<file path="src/rtl/sram_rw.sv">
// sram_rw: single-port synchronous SRAM with write path, clear engine and
// a 1- or 2-cycle pipelined read path.
//
// Ports:
//   clk        clock, rising edge
//   rst        asynchronous active-high reset
//   cs, we     chip select / write enable; an access is taken when ready=1
//   address    word address
//   data_in    write data
//   clear      request a full memory re-clear (sampled only in READY)
//   ready      1 while accesses are accepted
//   data_out   read data, holds its value between reads
//   data_valid one-cycle strobe marking new read data
//
// state    | meaning
// ---------+-----------------------------------------------------------
// ST_CLEAR | clear engine writes clr_val to mem[ptr] each edge
// ST_READY | normal read/write accesses accepted
module sram_rw #(
    parameter int               addr    = 4,
    parameter int               width   = 8,
    parameter int               length  = 16,
    parameter int               rd_lat  = 1,
    parameter logic [width-1:0] clr_val = '0
) (
    input  logic             clk,
    input  logic             rst,
    input  logic             cs,
    input  logic             we,
    input  logic [addr-1:0]  address,
    input  logic [width-1:0] data_in,
    input  logic             clear,
    output logic             ready,
    output logic [width-1:0] data_out,
    output logic             data_valid
);

    generate
        if (rd_lat != 1 && rd_lat != 2) begin : g_bad_rd_lat
            $error("sram_rw: rd_lat must be 1 or 2");
        end
        if (length < 2 || length > (1 << addr)) begin : g_bad_length
            $error("sram_rw: length must satisfy 2 <= length <= 2**addr");
        end
    endgenerate

    localparam logic [addr:0]   len_c  = (addr + 1)'(length);
    localparam logic [addr-1:0] last_c = addr'(length - 1);

    typedef enum logic {ST_CLEAR, ST_READY} state_t;

    state_t           state;
    logic [addr-1:0]  ptr;
    logic [width-1:0] mem [0:length-1];

    logic             addr_ok;
    logic             acc;
    logic             rd_acc;
    logic [width-1:0] rd_word;
    logic             mem_we;
    logic [addr-1:0]  mem_wa;
    logic [width-1:0] mem_wd;

    // second read stage, only meaningful when rd_lat == 2
    logic             s1_valid;
    logic [width-1:0] s1_data;

    assign addr_ok = ({1'b0, address} < len_c);
    assign acc     = (state == ST_READY) && cs;
    assign rd_acc  = acc && !we;
    // out-of-range reads return the clear value instead of touching the array
    assign rd_word = addr_ok ? mem[address] : clr_val;

    always_comb begin
        mem_we = 1'b0;
        mem_wa = ptr;
        mem_wd = clr_val;
        if (state == ST_CLEAR) begin
            mem_we = 1'b1;
        end else if (acc && we && addr_ok) begin
            mem_we = 1'b1;
            mem_wa = address;
            mem_wd = data_in;
        end
    end

    // memory contents survive reset; writes are suppressed while rst is held
    always_ff @(posedge clk) begin
        if (mem_we && !rst) begin
            mem[mem_wa] <= mem_wd;
        end
    end

    always_ff @(posedge clk or posedge rst) begin
        if (rst) begin
            state      <= ST_CLEAR;
            ptr        <= '0;
            ready      <= 1'b0;
            data_out   <= '0;
            data_valid <= 1'b0;
            s1_valid   <= 1'b0;
            s1_data    <= '0;
        end else begin
            case (state)
                ST_CLEAR: begin
                    if (ptr == last_c) begin
                        ptr   <= '0;
                        state <= ST_READY;
                        ready <= 1'b1;
                    end else begin
                        ptr <= ptr + 1'b1;
                    end
                end
                ST_READY: begin
                    // an access on the same edge as clear is still taken
                    if (clear) begin
                        state <= ST_CLEAR;
                        ready <= 1'b0;
                    end
                end
                default: state <= ST_CLEAR;
            endcase

            // read data is captured at acceptance, so later clear-engine
            // writes cannot disturb reads already in flight
            if (rd_lat == 1) begin
                data_valid <= rd_acc;
                if (rd_acc) data_out <= rd_word;
            end else begin
                s1_valid   <= rd_acc;
                if (rd_acc) s1_data <= rd_word;
                data_valid <= s1_valid;
                if (s1_valid) data_out <= s1_data;
            end
        end
    end

endmodule

</file>
<file path="config.mk">
export PLATFORM = sky130hd
export DESIGN_NAME = sram_rw
export DESIGN_NICKNAME = d
export VERILOG_FILES = /design/src/rtl/sram_rw.sv
export SDC_FILE = /design/constraint.sdc
export NUM_CORES = 1
export LEC_CHECK = 0
export CORE_ASPECT_RATIO = 0.6
export CORE_MARGIN = 1.5
export CORE_UTILIZATION = 55
export CTS_CLUSTER_DIAMETER = 80
export DETAILED_ROUTE_END_ITERATION = 6
export GPL_TIMING_DRIVEN = 1
export PLACE_DENSITY = 0.74
export REMOVE_ABC_BUFFERS = 1
export SLEW_MARGIN = 20
export SYNTH_ARGS = -nofsm -noshare
export SYNTH_HDL_FRONTEND = slang
export SYNTH_SLANG_ARGS = --single-unit
</file>
<file path="constraint.sdc">
create_clock -name clk -period 2.6 [get_ports clk]
set_clock_uncertainty 0.1 [all_clocks]
set_input_delay 0.52 -clock clk [delete_from_list [all_inputs] [get_ports clk]]
set_output_delay 0.52 -clock clk [all_outputs]
set_load 0.1 [all_outputs]
</file>
# Word-level counts from Yosys, hierarchy flattened
# Memories as Yosys holds them, arrays and structs flattened. A register that Yosys moved wholly into a read port is not among the register bits.
# Index checks and enable logic that the tools add are counted.
# op_classes
n_addsub	1
n_eq_ne	3
mux	15
bitwise_logic	1
reduce_logical	7
# ops
cell	n
2-to-1 mux 8 bit	2
2-to-1 mux 4 bit	3
2-to-1 mux 1 bit	8
adder 4 x 1 -> 4 bit, second input constant	1
equality test 4 bit, second input constant	1
logical AND 1 bit	4
case mux 1 bit (2 select lines)	2
logical NOT 1 bit	2
!= test 2 x 1 -> 1 bit, second input constant	1
!= test 2 bit, second input constant	1
AND reduction 2 bit	1
NOT 1 bit	1
# word_totals
reg_bits	7
ram_bits	128
input_bits	17
out_inout_bits	10
elab_cells	32
mem_count	1
# memory_table
name	depth	word_bits	read_ports	rd_ports_with_merged_regs	write_ports	line	rtl
mem	16	8	1	1	1	54	logic [width-1:0] mem [0:length-1];

# Logic depth before layout (Yosys ltp)
# Gate-level depths: netlist of the first run.
# depth
depth_word	7
ltp_mapped	7
depth_no_buf	5

# Worst setup path before layout of the first run
# Ideal clock, no wire load.
# synth_timing
kind	input to register
startpoint	input port address[0]
endpoint	memory mem[10][0], enable pin
setup_time_ps	370
arrival_ps	1816
required_time_ps	2130
setup_slack_ps	314
stages	6
n_path_buf	3
cell_sequence	buf_6 -> buf_2 -> inv_1 -> clkbuf_1 -> a31oi_1 -> nor2_1
# synth_via
elab_chain_len	2
# synth_rtl
element	line	rtl
start: declaration	30	input logic [addr-1:0] address,
2-to-1 mux 4 bit	80	end else if (acc && we && addr_ok) begin
2-to-1 mux 4 bit	78	if (state == ST_CLEAR) begin
end: declaration	54	
# Every way passes these cells.

# Worst setup path after layout of the first run
# layout_timing
startpoint	input port we
endpoint	memory mem[6][1], enable pin
# layout_via
elab_chain_len	6
word_cells_on_any_way	8
classes_between	mux (6); reduce/logical (2)
# layout_rtl
element	line	rtl
start: declaration	29	input logic we,
logical AND 1 bit (*)	80	
2-to-1 mux 1 bit	80	
2-to-1 mux 1 bit	78	
logical AND 1 bit	89	if (mem_we && !rst) begin
2-to-1 mux 1 bit	89	
2-to-1 mux 1 bit (not written as such)	90	mem[mem_wa] <= mem_wd;
# Every way passes the cells marked *; elsewhere a longest branch is shown, timed or not.

==> results of run 1 <==
## sequential cells by signal (all words and copies together) (netlist names)
name / cells
ptr: 4
ready: 1
data_valid: 1
data_out: 8
state: 1
mem: 128
## report_power, final
| group | total (uW) | internal, uW | leakage (uW) | switching [uW] |
|---|---|---|---|---|
| Combinational | 1480 | 488 | 0.000892 | 996 |
| Clock | 2440 | 1510 | 0.000279 | 931 |
| Sequential | 2970 | 2820 | 0.00138 | 155 |
## per-stage QoR
step                      total power [uW]  cell area, um^2
after floorplan                       3980             5650
after global placement                4450             6450
after detailed placement              4490             6450
after CTS                             6920             7050
after global routing                  7130             7050
final                                 6890             7050
## cells by family (layout without fill, tap and decap cells)
kind of cell	Yosys count	after routing	share of synthesized area
adder cells (fa/ha/maj)	1	1	0.00218
multiplexers	47	47	0.156
AND/OR/NAND/NOR	65	65	0.0548
XOR/XNOR	1	1	0.00152
buffers and inverters	22	107	0.0205
AO/OA/AOI/OAI	23	23	0.0309
flip-flops	143	143	0.734
## worst paths after layout
| path | end | depth (start not counted) | slack (ns) | start |
|---|---|---|---|---|
| worst max register to register | mem[6][1]$_DFFE_PP_ | 5 | 0.18 | state$_DFF_PP0_ |
| worst max-delay path | mem[6][1]$_DFFE_PP_ | 6 | 0.11 | we |
| max in group asynchronous | data_out[1]$_DFFE_PP0P_ | 2 | 1.48 | rst |
| worst min register to register | data_out[3]$_DFFE_PP0P_ | 1 | 0.42 | data_out[3]$_DFFE_PP0P_ |
| worst min-delay path | data_out[3]$_DFFE_PP0P_ | 1 | 0.42 | data_out[3]$_DFFE_PP0P_ |
| min in group asynchronous | ptr[0]$_DFFE_PP0N_ | 2 | 0.48 | rst |
## synthesized netlist by cell type, drive strengths merged
| master | instances |
|---|---|
| edfxtp | 128 |
| mux4 | 31 |
| nor2 | 19 |
| nand2 | 16 |
| dfrtp | 15 |
| mux2i | 10 |
| and2 | 9 |
| buf | 9 |
| a221o | 8 |
| clkbuf | 8 |
| nor3 | 8 |
| mux2 | 6 |
| inv | 5 |
| a31oi | 4 |
| a21oi | 3 |
| nand2b | 3 |
| nor3b | 3 |
| a21boi | 2 |
| o21ai | 2 |
| a2111oi | 1 |
| a21o | 1 |
| a311oi | 1 |
| and3 | 1 |
| ha | 1 |
| nand3 | 1 |
| nand3b | 1 |
| nand4 | 1 |
| nand4b | 1 |
| nor2b | 1 |
| o31ai | 1 |
| or2 | 1 |
| xnor2 | 1 |
## layout make-up
class / instances / area, um^2
inverters: 5 / 18.8
well taps: 135 / 169
clock buffers: 18 / 429
multi-input cells: 137 / 1410
flip-flops and latches: 143 / 4220
fillers: 650 / 2970
clock inverters: 13 / 165
repair buffers: 71 / 631
## per-layer routing
layer  global-route usage  part of all wire
met1                0.358              0.46
met2                0.357              0.44
met3               0.0739             0.089
met4               0.0871             0.012
met5                    0                 0
==> results.md, run 1 <==
- Worst endpoint required time: 2.55 ns
- Slowest cell delay on critical path: 0.69 ns
- IO Pins: 27
- Reg clk slew, reported paths: 0.06 ns
- Largest cells by area after synthesis: edfxtp_1 67%, mux4_2 8.6%, dfrtp_1 6.5%
- Mapped Area: 5750 um^2
- CTS Root Cell: clkbuf_16
- Hpwl dp: 8.14 mm
- Pin count of the biggest net entering global routing: 23
- P_leak: 0.00255 uW
- Final Max Slew Viols: 0
- Most frequent cells in the layout: 128 x edfxtp_1, 50 x buf_4, 22 x mux4_2
- Area fraction of the dominant cell type after synthesis: 0.668
- Setup crit end kind: flip-flop
- Nets: 393
- Routability cong.: 0.834
- Syn Area/Cell: 19.0 um^2
- Die width: 135 um
- Final critical-path setup slack: 0.113 ns
- Setup bufs post-CTS: 0
- Hold slack final: 0.416 ns
- Initial DRC Count: 337
- Rows: 28
- Unrepaired setup endpoints after global routing: false
- Dpl ws: -0.296 ns
- Fin Setup TNS: 0 ns
- WS Path Type: in2reg
- Clk sinks: 143
- Slowest-stage cell, CP: nor2_1
- Power Density: 978 nW/um^2
- Max frequency: 402 MHz
- Synth Instances: 302
- Total gr overflow: 0
- Avg WL per Cell: 23.2 um
- Vias in the first global route: 3119
- Max Cap Viol: 0
- Layout Cells excl Fill: 522
- Status: completed
- Core area: 10000 um^2
- Die height: 82.2 um
- Hold Violations, Final: 0
- IO Port Bufs: 26
- Commonest non-fill, non-tap cell in the layout: edfxtp_1
- Worst slew pin tran: 0.915 ns
- Seq cells post-synth: 143
- Drt via density: 5.91
- Crit-path max FO: 8
- Worst slew margin: 0.388
- Fin crit share: 0.957
- N_diodes: 0
- Critical Path AT: 2.43 ns
- Synth-to-layout area growth: 22.5%
- VDD IR max: 672 uV
- Clk buf depth: 2
- Final setup violation count: 0
- Post-cts sizing count: 0
- CTS tree: done
- Fin crit period: 2.49 ns
- DIE AREA: 11100 um^2
- Distinct cells, synth: 36
- DP Cell Count: 491
- Starting Density: 0.574
- Share of cells above drive strength 1: 0.297
- H-tree depth: 4
- First-pass GRT wire length: 18.4 mm
- Class of the worst hold path: reg2reg
- Residual DRC: 0
- YS warnings: 0
- Worst path top cell family by delay: simple AND/OR/NAND/NOR gates
- Detailed-router iteration count before antenna repair: 4
- Hold-fix buffers, CTS: 0
- Post-route ant nets: 0
- Clk Latency, worst-skew pair: 0.42 ns
- Crit path cell chain: clkdlybuf4s50_1 -> and3_1 -> buf_4 -> nor3b_1 -> a31oi_1 -> nor2_1
- CTS Buf Count: 17
- Via count: 3085
- Antenna violations before repair: 0
- GRT Total Usage: 0.245
- Register area share after synthesis: 0.734
- Fin util: 0.703
- Yosys top cell by area: edfxtp_1
- Buf/Inv on CP: 2
- Worst setup SP type: input pin
- WL final: 12.1 mm
(Power assumes the default switching activity.)
==> inputs of run 2 (changes only) <==
Settings changed: GPL_ROUTABILITY_DRIVEN from default to 0, TNS_END_PERCENT from default to 50.
==> results of run 2 <==
Final layout, timing and power as in run 1 (identical DEF).
